$ cat config.mk
export PLATFORM = sky130hd
export DESIGN_NAME = vgalcd_timgen
export DESIGN_NICKNAME = d
export VERILOG_FILES = /design/src/rtl/vgalcd_pkg.sv /design/src/rtl/vgalcd_timphase.sv /design/src/rtl/vgalcd_timgen.sv
export SDC_FILE = /design/constraint.sdc
export NUM_CORES = 1
export LEC_CHECK = 0
export CAP_MARGIN = 20
export CORE_UTILIZATION = 46
export CTS_CLUSTER_SIZE = 10
export DETAILED_ROUTE_END_ITERATION = 16
export GPL_TIMING_DRIVEN = 0
export HOLD_SLACK_MARGIN = 0.08
export PLACE_DENSITY = 0.75
export SKIP_LAST_GASP = 1
export SLEW_MARGIN = 15
export SYNTH_ARGS = -nofsm -noshare
export SYNTH_HDL_FRONTEND = slang
export SYNTH_SLANG_ARGS = --single-unit
$ cat constraint.sdc
create_clock -name clk_i -period 6.07 [get_ports clk_i]
set_input_delay 0.9105 -clock clk_i [delete_from_list [all_inputs] [get_ports clk_i]]
set_output_delay 0.9105 -clock clk_i [all_outputs]
set_load 0.1 [all_outputs]
$ cat src/rtl/vgalcd_pkg.sv
// Shared types and default widths for the VGA/LCD timing generator.
package vgalcd_pkg;

  localparam int DEF_TB_WIDTH  = 10;
  localparam int DEF_VB_WIDTH  = 16;
  localparam int DEF_DIV_WIDTH = 8;
  localparam int DEF_CNT_WIDTH = 12;

  // Phase encoding is shared with the CSR status view, so keep the values fixed.
  typedef enum logic [1:0] {
    BACKPORCH  = 2'b00,
    VISIBLE    = 2'b01,
    FRONTPORCH = 2'b10,
    SYNC       = 2'b11
  } timfsm_e;

  // Timing fields as held for one frame (default-width configuration).
  typedef struct packed {
    logic [DEF_TB_WIDTH-1:0]  hsn;
    logic [DEF_TB_WIDTH-1:0]  hbp;
    logic [DEF_TB_WIDTH-1:0]  hfp;
    logic [DEF_TB_WIDTH-1:0]  vsn;
    logic [DEF_TB_WIDTH-1:0]  vbp;
    logic [DEF_TB_WIDTH-1:0]  vfp;
    logic [DEF_VB_WIDTH-1:0]  hvlen;
    logic [DEF_VB_WIDTH-1:0]  vvlen;
    logic [DEF_DIV_WIDTH-1:0] div;
    logic [DEF_CNT_WIDTH-1:0] lcmp;
  } timing_shadow_t;

  // Phase order: SYNC -> BACKPORCH -> VISIBLE -> FRONTPORCH -> SYNC.
  function automatic timfsm_e next_phase(input timfsm_e s);
    case (s)
      SYNC:       return BACKPORCH;
      BACKPORCH:  return VISIBLE;
      VISIBLE:    return FRONTPORCH;
      FRONTPORCH: return SYNC;
      default:    return SYNC;
    endcase
  endfunction

endpackage

$ cat src/rtl/vgalcd_timphase.sv
// One phase sequencer: walks SYNC/BACKPORCH/VISIBLE/FRONTPORCH, each phase
// lasting its length field + 1 steps. Used for both H (pixel steps) and V
// (line steps). The counter is as wide as the visible field so every legal
// length terminates exactly.
module vgalcd_timphase
  import vgalcd_pkg::*;
#(
  parameter int TB_WIDTH = DEF_TB_WIDTH,
  parameter int VB_WIDTH = DEF_VB_WIDTH
) (
  input  logic                clk_i,
  input  logic                rst_n_i,
  input  logic                srst_i,
  input  logic                step_i,
  input  logic [TB_WIDTH-1:0] sync_len_i,
  input  logic [TB_WIDTH-1:0] bp_len_i,
  input  logic [VB_WIDTH-1:0] vis_len_i,
  input  logic [TB_WIDTH-1:0] fp_len_i,
  output timfsm_e             state_o,
  output logic [VB_WIDTH-1:0] cnt_o,
  output logic                last_o
);

  localparam int PAD = VB_WIDTH - TB_WIDTH;
  localparam logic [VB_WIDTH-1:0] ONE = {{(VB_WIDTH-1){1'b0}}, 1'b1};

  timfsm_e             state_r;
  logic [VB_WIDTH-1:0] cnt_r;
  logic [VB_WIDTH-1:0] len_s;
  logic                phase_end_s;

  // Select the length of the phase currently being walked.
  always_comb begin
    len_s = '0;
    case (state_r)
      SYNC:       len_s = {{PAD{1'b0}}, sync_len_i};
      BACKPORCH:  len_s = {{PAD{1'b0}}, bp_len_i};
      VISIBLE:    len_s = vis_len_i;
      FRONTPORCH: len_s = {{PAD{1'b0}}, fp_len_i};
      default:    len_s = '0;
    endcase
  end

  assign phase_end_s = (cnt_r == len_s);

  // Advance the in-phase counter, moving to the next phase after its last step.
  always_ff @(posedge clk_i or negedge rst_n_i) begin
    if (!rst_n_i) begin
      state_r <= SYNC;
      cnt_r   <= '0;
    end else if (srst_i) begin
      state_r <= SYNC;
      cnt_r   <= '0;
    end else if (step_i) begin
      if (phase_end_s) begin
        state_r <= next_phase(state_r);
        cnt_r   <= '0;
      end else begin
        cnt_r   <= cnt_r + ONE;
      end
    end else begin
      cnt_r <= cnt_r;
    end
  end

  assign state_o = state_r;
  assign cnt_o   = cnt_r;
  assign last_o  = (state_r == FRONTPORCH) && phase_end_s;

endmodule

$ cat src/rtl/vgalcd_timgen.sv
// H/V video timing generator: pixel divider, frame-boundary shadowing of the
// CSR timing fields, H and V phase sequencers and registered outputs.
// Sync/blank polarity is applied after the output registers so the reset
// levels track the polarity inputs directly.
module vgalcd_timgen
  import vgalcd_pkg::*;
#(
  parameter int TB_WIDTH  = DEF_TB_WIDTH,
  parameter int VB_WIDTH  = DEF_VB_WIDTH,
  parameter int DIV_WIDTH = DEF_DIV_WIDTH,
  parameter int CNT_WIDTH = DEF_CNT_WIDTH
) (
  input  logic                 clk_i,
  input  logic                 rst_n_i,
  input  logic                 en_i,
  input  logic [DIV_WIDTH-1:0] div_i,
  input  logic [TB_WIDTH-1:0]  hsn_i,
  input  logic [TB_WIDTH-1:0]  hbp_i,
  input  logic [TB_WIDTH-1:0]  hfp_i,
  input  logic [TB_WIDTH-1:0]  vsn_i,
  input  logic [TB_WIDTH-1:0]  vbp_i,
  input  logic [TB_WIDTH-1:0]  vfp_i,
  input  logic [VB_WIDTH-1:0]  hvlen_i,
  input  logic [VB_WIDTH-1:0]  vvlen_i,
  input  logic                 hspol_i,
  input  logic                 vspol_i,
  input  logic                 blpol_i,
  input  logic [CNT_WIDTH-1:0] lcmp_i,
  output logic                 pclk_en_o,
  output logic                 hsync_o,
  output logic                 vsync_o,
  output logic                 de_o,
  output logic [CNT_WIDTH-1:0] x_o,
  output logic [CNT_WIDTH-1:0] y_o,
  output logic                 hint_o,
  output logic                 vint_o,
  output logic                 lint_o,
  output logic                 frame_o
);

  localparam logic [DIV_WIDTH-1:0] DIV_ONE = {{(DIV_WIDTH-1){1'b0}}, 1'b1};
  localparam logic [CNT_WIDTH-1:0] CNT_ONE = {{(CNT_WIDTH-1){1'b0}}, 1'b1};

  // Clamp a phase count into the coordinate width instead of wrapping.
  function automatic logic [CNT_WIDTH-1:0] sat_cnt(input logic [VB_WIDTH-1:0] v);
    if (|v[VB_WIDTH-1:CNT_WIDTH]) return {CNT_WIDTH{1'b1}};
    else return v[CNT_WIDTH-1:0];
  endfunction

  // Shadowed timing fields, stable for a whole frame.
  logic [DIV_WIDTH-1:0] div_r;
  logic [TB_WIDTH-1:0]  hsn_r, hbp_r, hfp_r, vsn_r, vbp_r, vfp_r;
  logic [VB_WIDTH-1:0]  hvlen_r, vvlen_r;
  logic [CNT_WIDTH-1:0] lcmp_r;

  logic                 active_r;
  logic [DIV_WIDTH-1:0] dcnt_r;
  logic [CNT_WIDTH-1:0] line_r;

  // Raw (polarity-free) output registers.
  logic                 pclk_r, hsync_r, vsync_r, de_r;
  logic                 hint_r, vint_r, lint_r, frame_r;
  logic [CNT_WIDTH-1:0] x_r, y_r;

  timfsm_e              hs_s, vs_s;
  logic [VB_WIDTH-1:0]  hcnt_s, vcnt_s;
  logic                 h_last_s, v_last_s;
  logic                 srst_s, run_s, tick_s, first_s;
  logic                 line_end_s, frame_end_s, load_s, vis_s;
  logic                 hint_s, vint_s, lint_s, frame_s;

  // Dropping en_i is a synchronous return to the reset state. The first
  // enabled cycle only captures the shadows; the raster starts one cycle later.
  assign srst_s      = ~en_i;
  assign run_s       = en_i & active_r;
  assign tick_s      = run_s & (dcnt_r == div_r);
  assign first_s     = run_s & (dcnt_r == {DIV_WIDTH{1'b0}});
  assign line_end_s  = tick_s & h_last_s;
  assign frame_end_s = line_end_s & v_last_s;
  assign load_s      = (en_i & ~active_r) | frame_end_s;

  // Track whether the generator has been running since the last enable.
  always_ff @(posedge clk_i or negedge rst_n_i) begin
    if (!rst_n_i) active_r <= 1'b0;
    else          active_r <= en_i;
  end

  // Capture CSR timing fields on enable and at every frame boundary.
  always_ff @(posedge clk_i or negedge rst_n_i) begin
    if (!rst_n_i) begin
      div_r <= '0; hsn_r <= '0; hbp_r <= '0; hfp_r <= '0;
      vsn_r <= '0; vbp_r <= '0; vfp_r <= '0;
      hvlen_r <= '0; vvlen_r <= '0; lcmp_r <= '0;
    end else if (load_s) begin
      div_r <= div_i; hsn_r <= hsn_i; hbp_r <= hbp_i; hfp_r <= hfp_i;
      vsn_r <= vsn_i; vbp_r <= vbp_i; vfp_r <= vfp_i;
      hvlen_r <= hvlen_i; vvlen_r <= vvlen_i; lcmp_r <= lcmp_i;
    end else begin
      div_r <= div_r;
    end
  end

  // Pixel divider: counts 0..div, tick on the last count.
  always_ff @(posedge clk_i or negedge rst_n_i) begin
    if (!rst_n_i)    dcnt_r <= '0;
    else if (srst_s) dcnt_r <= '0;
    else if (tick_s) dcnt_r <= '0;
    else if (run_s)  dcnt_r <= dcnt_r + DIV_ONE;
    else             dcnt_r <= dcnt_r;
  end

  // Absolute line number within the frame, saturating for oversize frames.
  always_ff @(posedge clk_i or negedge rst_n_i) begin
    if (!rst_n_i)         line_r <= '0;
    else if (srst_s)      line_r <= '0;
    else if (frame_end_s) line_r <= '0;
    else if (line_end_s && (line_r != {CNT_WIDTH{1'b1}})) line_r <= line_r + CNT_ONE;
    else                  line_r <= line_r;
  end

  vgalcd_timphase #(.TB_WIDTH(TB_WIDTH), .VB_WIDTH(VB_WIDTH)) u_hphase (
    .clk_i      (clk_i),
    .rst_n_i    (rst_n_i),
    .srst_i     (srst_s),
    .step_i     (tick_s),
    .sync_len_i (hsn_r),
    .bp_len_i   (hbp_r),
    .vis_len_i  (hvlen_r),
    .fp_len_i   (hfp_r),
    .state_o    (hs_s),
    .cnt_o      (hcnt_s),
    .last_o     (h_last_s)
  );

  vgalcd_timphase #(.TB_WIDTH(TB_WIDTH), .VB_WIDTH(VB_WIDTH)) u_vphase (
    .clk_i      (clk_i),
    .rst_n_i    (rst_n_i),
    .srst_i     (srst_s),
    .step_i     (line_end_s),
    .sync_len_i (vsn_r),
    .bp_len_i   (vbp_r),
    .vis_len_i  (vvlen_r),
    .fp_len_i   (vfp_r),
    .state_o    (vs_s),
    .cnt_o      (vcnt_s),
    .last_o     (v_last_s)
  );

  // Pulses fire on the first clock of the position they describe.
  assign vis_s   = (hs_s == VISIBLE) && (vs_s == VISIBLE);
  assign hint_s  = first_s && vis_s && (hcnt_s == hvlen_r);
  assign vint_s  = hint_s && (vcnt_s == vvlen_r);
  assign lint_s  = first_s && (hs_s == SYNC) && (hcnt_s == {VB_WIDTH{1'b0}}) && (line_r == lcmp_r);
  assign frame_s = first_s && (hs_s == SYNC) && (hcnt_s == {VB_WIDTH{1'b0}})
                   && (vs_s == SYNC) && (vcnt_s == {VB_WIDTH{1'b0}});

  // Register all raster outputs one clock after the internal state.
  always_ff @(posedge clk_i or negedge rst_n_i) begin
    if (!rst_n_i) begin
      pclk_r <= 1'b0; hsync_r <= 1'b0; vsync_r <= 1'b0; de_r <= 1'b0;
      x_r <= '0; y_r <= '0;
      hint_r <= 1'b0; vint_r <= 1'b0; lint_r <= 1'b0; frame_r <= 1'b0;
    end else if (srst_s || !active_r) begin
      pclk_r <= 1'b0; hsync_r <= 1'b0; vsync_r <= 1'b0; de_r <= 1'b0;
      x_r <= '0; y_r <= '0;
      hint_r <= 1'b0; vint_r <= 1'b0; lint_r <= 1'b0; frame_r <= 1'b0;
    end else begin
      pclk_r  <= tick_s;
      hsync_r <= (hs_s == SYNC);
      vsync_r <= (vs_s == SYNC);
      de_r    <= vis_s;
      x_r     <= vis_s ? sat_cnt(hcnt_s) : {CNT_WIDTH{1'b0}};
      y_r     <= vis_s ? sat_cnt(vcnt_s) : {CNT_WIDTH{1'b0}};
      hint_r  <= hint_s;
      vint_r  <= vint_s;
      lint_r  <= lint_s;
      frame_r <= frame_s;
    end
  end

  assign pclk_en_o = pclk_r;
  assign hsync_o   = hsync_r ^ hspol_i;
  assign vsync_o   = vsync_r ^ vspol_i;
  assign de_o      = de_r ^ blpol_i;
  assign x_o       = x_r;
  assign y_o       = y_r;
  assign hint_o    = hint_r;
  assign vint_o    = vint_r;
  assign lint_o    = lint_r;
  assign frame_o   = frame_r;

endmodule
* Word-level counts from Yosys, hierarchy flattened *
Index checks and enable logic that the tools add are counted.

word-level totals
  output and inout bits = 32
  input port bits = 118
  bits in registers = 201

cells by class
  bitwise logic cells = 12
  multiplexer cells = 36
  reduce and logical (&&, ||, !) cells = 23
  eq/ne operators = 19
  add/subtract/negate cells = 4

operators by type and width
  kind                                           count
  one-hot mux 16 bit (4 select lines)            2
  two-way mux 12 bit                             9
  two-way mux 16 bit                             6
  == test 16 bit                                 4
  adder 16 x 1 -> 16 bit, second input constant  2
  logical NOT 16 bit                             2
  two-way mux 8 bit                              3
  one-hot mux 2 bit (4 select lines)             2
  adder 12 x 1 -> 12 bit, second input constant  1
  == test 12 bit                                 1
  logical AND 1 bit                              12
  two-way mux 2 bit                              6
  != test 12 bit, second input constant          1
  adder 8 x 1 -> 8 bit, second input constant    1
  == test 2 bit, second input constant           4
  == test 8 bit                                  1
  logical NOT 8 bit                              1
  two-way mux 1 bit                              8
  != test 2 x 1 -> 1 bit, second input constant  4
  OR reduction 4 bit                             2
  AND 1 bit                                      6
  != test 3 x 1 -> 1 bit, second input constant  2
  == test 2 x 1 -> 1 bit, second input constant  2
  logical NOT 2 bit                              2
  other kinds (6)                                10

* Longest topological paths before layout *
  depth in word-level cells = 9
  depth in mapped cells = 12
  gate-level depth less buffers = 9

* Modules after synthesis *
A second synthesis with hierarchy kept.

second synthesis, totals
  cell total of the unflattened synthesis = 884
  area total of the unflattened synthesis = 10412.5 sq um

modules (own cells, without submodules)
  module           sequential area each (sq um)  area an instance (sq um)  cells each  times used
  vgalcd_timgen    4129.0                        7429.6                    554         1
  vgalcd_timphase  452.9                         1491.4                    165         2

* Least setup slack after synthesis *
OpenSTA, ideal clock, no wires.

  path kind = input port to output port
  from = input port blpol_i
  to = output port de_o
  cell stages on the path = 1
  arrival = 2.340 ns
  path slack = 2.819 ns
  path through = xor2_1

on the way
  cells in the longest elaborated chain, start to end = 1

RTL lines
  element      RTL line              RTL
  from (decl)  vgalcd_timgen.sv:27   input logic blpol_i,
  XOR 1 bit    vgalcd_timgen.sv:184  assign de_o = de_r ^ blpol_i;
  to (decl)    vgalcd_timgen.sv:32   output logic de_o,

No other way between the ends.

* Worst setup path in the final report *
  from = input port en_i
  to = register hvlen_r[0]

on the way
  cells in the longest elaborated chain, start to end = 5
  elaborated cells between the ends (all ways) = 6
  those cells by class = 6 x bitwise

RTL lines
  element               RTL line             RTL
  from (decl)           vgalcd_timgen.sv:15  input logic en_i,
  AND 1 bit             vgalcd_timgen.sv:75  assign run_s = en_i & active_r;
  AND 1 bit             vgalcd_timgen.sv:76  assign tick_s = run_s & (dcnt_r == div_r);
  AND 1 bit             vgalcd_timgen.sv:78  assign line_end_s = tick_s & h_last_s;
  AND 1 bit             vgalcd_timgen.sv:79  assign frame_end_s = line_end_s & v_last_s;
  bitwise OR 1 bit *    vgalcd_timgen.sv:80  assign load_s = (en_i & ~active_r) | frame_end_s;
  to (signal assigned)  vgalcd_timgen.sv:97  hvlen_r <= hvlen_i; vvlen_r <= vvlen_i; lcmp_r <= lcmp_i;
  to (decl)             vgalcd_timgen.sv:53  logic [VB_WIDTH-1:0] hvlen_r, vvlen_r;

Every way passes the cells marked *; elsewhere a longest branch is shown, timed or not.
A chain may end at the register's enable or synchronous reset.

==> out/qor.yml <==
clock_tree:
  cts_resized: 0
  cts_buffer_depth: 3
  cts_buffers: 24
  clock_sinks: 201
  clockRootBuffer: "clkbuf_16"
  ctsHtreeMaxLevel: 1
  postCtsHoldBufs: 0
  postCtsSetupBuffers: 0
  clk_latency_ns: 0.51
  cts_tree: "yes"
  clkTransAtPathRegs_ns: 0.06
sta:
  hold_slack_ns: 0.312
  slew_violations: 0
  min_period_ns: 4.03
  rsz0062_at_grt: "no"
  fin_skew_ns: 0.00869
  tightest_slew_ns: 0.990
  relSlewSlack_pct: 33.8
  max_freq_mhz: 248
  setup_viol_count_final: 0
  final_hold_viol_count: 0
  fin_crit_sh_pct: 66.5
  tns_ns: 0
logic_synthesis:
  async_flop_share_pct: 100
  yosysWarnings: 0
  synth_ff_type: "dfrtp_1"
  synth_edf_count: 0
  synth-seq-cells: 201
  syn_inst: 902
  synth_cell_types: 54
  synth_fp_nets: 1037
  synth_area_per_cell_um2: 11.4
  syn_area_um2: 10300
  yosysSeqAreaShare_pct: 49.1
finish:
  multi_input_area_um2: 4750
  layout-drive-gt1-share_pct: 14.4
  final_cells: 1379
  nets: 1215
  syn_to_final_growth_pct: 25.7
  seq_area_um2: 5030
  final_area_um2: 12900
  nFillCells: 1773
setup_path:
  slowest_delay_ns: 0.66
  path_buf_inv: 4
  crit_start: "en_i"
  r2r_start: "u_hphase.state_o[0]"
  crit_family: "simple AND/OR/NAND/NOR gates"
  critPathMaxFanout: 10
  end_kind: "flip-flop"
  crit_type: "in2reg"
  cp_slowest_cell: "clkdlybuf4s50_1"
  worstPathArrival_ns: 4.43
  path_cells: "clkdlybuf4s50_1 -> and2_1 -> nand2_1 -> or3_1 -> buf_2 -> inv_2 -> nand4_1 -> nor4_4 -> a21oi_2 -> buf_1 -> mux2_2"
  cp.required_ns: 6.47
  setup.worst_path.start_class: "primary input"
placement:
  placed_cells: 1334
  place_area_um2: 12200
  hpwl_um: 18700
  gp_congestion: 0.884
  io_buffers: 149
drt:
  drc_errors: 0
  detail-route-antenna-nets: 0
  drt_iter0_markers: 682
  viasPerCell: 5.61
  routed_wl_um: 25800
  post_drt_wl_per_cell_um: 18.7
  first_pass_iters: 8
  vias: 7741
die:
  ios: 150
  dieHeight_um: 151
  rows: 54
  die_w_um: 151
  start_util_pct: 47.0
  dieArea_um2: 22900
  core_area_um2: 21800
global_routing:
  grt_pass1_wl_um: 40900
  grt_max_degree: 95
  overflow: 0
  antenna_found_initial: 0
  grt_pass1_vias: 7615
  grt_usage_pct: 23.2
power:
  total_power_mw: 3.40
  power.leakage_nw: 5.61
  powerDensity_nw_per_um2: 264
  max-vdd-ir-drop_uv: 203
status:
  outcome: "completed"
run:
  drv_cap: 0
min_path:
  holdCritPathClass: "in2async"
==> flip-flops by register name, indices dropped and copies added (netlist names), 12 cells and up <==
signal and cells:
hvlen_r 16, line_r 12, lcmp_r 12, u_hphase.cnt_o 16, u_vphase.cnt_o 16, x_o 12, y_o 12, vvlen_r 16
==> synthesized netlist by cell type, types with 2 or more instances <==
| cell type | number | share of area (%) |
|---|---|---|
| dfrtp_1 | 197 | 48 |
| nor2_1 | 79 | 2.9 |
| mux2_4 | 65 | 9.5 |
| xnor2_1 | 51 | 4.4 |
| inv_1 | 44 | 1.6 |
| clkbuf_1 | 37 | 1.4 |
| nand3_1 | 36 | 1.8 |
| mux2_2 | 32 | 3.5 |
| nand4_1 | 29 | 1.8 |
| xor2_1 | 28 | 2.4 |
| a21oi_1 | 22 | 1.1 |
| nand2_1 | 22 | 0.81 |
| nor2b_1 | 21 | 1.3 |
| a222oi_1 | 20 | 2.0 |
| ha_1 | 17 | 2.1 |
| o21ai_0 | 16 | 0.78 |
| mux2_1 | 15 | 1.6 |
| nor3_1 | 13 | 0.63 |
| mux2i_1 | 12 | 1.2 |
| nor4_1 | 12 | 0.73 |
| o22ai_1 | 12 | 0.73 |
| a22o_1 | 10 | 0.85 |
| and3_1 | 10 | 0.61 |
| buf_6 | 9 | 0.99 |
| buf_2 | 8 | 0.39 |
| nand2b_1 | 8 | 0.49 |
| or4_1 | 8 | 0.59 |
| a22oi_1 | 7 | 0.51 |
| and4_1 | 7 | 0.60 |
| or3_1 | 6 | 0.37 |
| nor4b_1 | 5 | 0.43 |
| o2bb2ai_1 | 5 | 0.43 |
| and2_1 | 4 | 0.24 |
| buf_1 | 4 | 0.15 |
| dfstp_2 | 4 | 1.0 |
| a31oi_1 | 3 | 0.18 |
| o21a_1 | 3 | 0.22 |
| o31ai_1 | 3 | 0.22 |
| a211oi_1 | 2 | 0.15 |
| a31o_2 | 2 | 0.17 |
==> per-stage QoR <==
stage / util (%) / setup slack, ns
4_1_cts: 59.1 / 2.15
2_1_floorplan: - / 2.82
5_1_grt: 59.1 / 1.89
3_5_place_dp: 55.8 / 1.63
6_report: 59.1 / 2.04
3_3_place_gp: 55.4 / -4.24
==> final cells by class <==
class	count	share of cell area, %
Antenna cell	1	0.0194
Multi-Input combinational cell	597	36.8
Timing Repair Buffer	152	12.1
Clock buffer	44	5.64
Buffer	59	2.35
Inverter	45	1.31
Sequential cell	201	39.0
Tap cell	280	2.72
==> layer usage <==
metal	vias up	track usage, %	routed length, um
met1	3849	33.3	11600
met2	282	36.4	12100
li1	3568	-	-
met3	42	3.40	1600
met4	0	6.65	540
met5	-	0	0
==> worst paths after layout <==
path / slack, ns / cells past startpoint / to
worst max-delay path: 2.04 / 11 / hvlen_r[0]
worst min-delay path: 0.31 / 1 / x_o[4]
worst max register to register: 2.08 / 11 / hvlen_r[0]
worst min register to register: 0.49 / 1 / vsn_r[4]
max in group asynchronous: 4.65 / 3 / u_vphase.state_o[0]
min in group clk_i: 0.49 / 1 / vsn_r[4]
==> power by group <==
group / switching, mW / internal (mW) / leakage, nW / total (mW)
clock network: 0.538 / 0.798 / 0.349 / 1.34
registers: 0.0912 / 1.46 / 2.54 / 1.55
logic: 0.224 / 0.290 / 2.72 / 0.515
total: 0.853 / 2.55 / 5.61 / 3.40
==> cells by family (layout without fill, tap and decap cells) <==
kind of cell | after synthesis | after routing | synth area share [%]
other | 0 | 1 | 0
AO/OA/AOI/OAI | 115 | 115 | 8.20
multiplexers | 124 | 124 | 15.8
buffers and inverters | 104 | 300 | 4.60
adder cells (fa/ha/maj) | 17 | 17 | 2.07
XOR/XNOR | 79 | 79 | 6.75
flip-flops | 201 | 201 | 49.1
AND/OR/NAND/NOR | 262 | 262 | 13.5
==> placed cells by master, fill, tap and decap left out, drive strengths merged, types with 17 or more instances in the layout <==
cell type	n
inv	45
nand3	36
o21ai	17
buf	26
nand4	29
xnor2	51
a222oi	20
ha	17
xor2	28
mux2	112
nor2b	21
a21oi	23
clkbuf	81
dfrtp	197
clkdlybuf4s50	148
nor2	79
nand2	22
(Power assumes the default switching activity.)
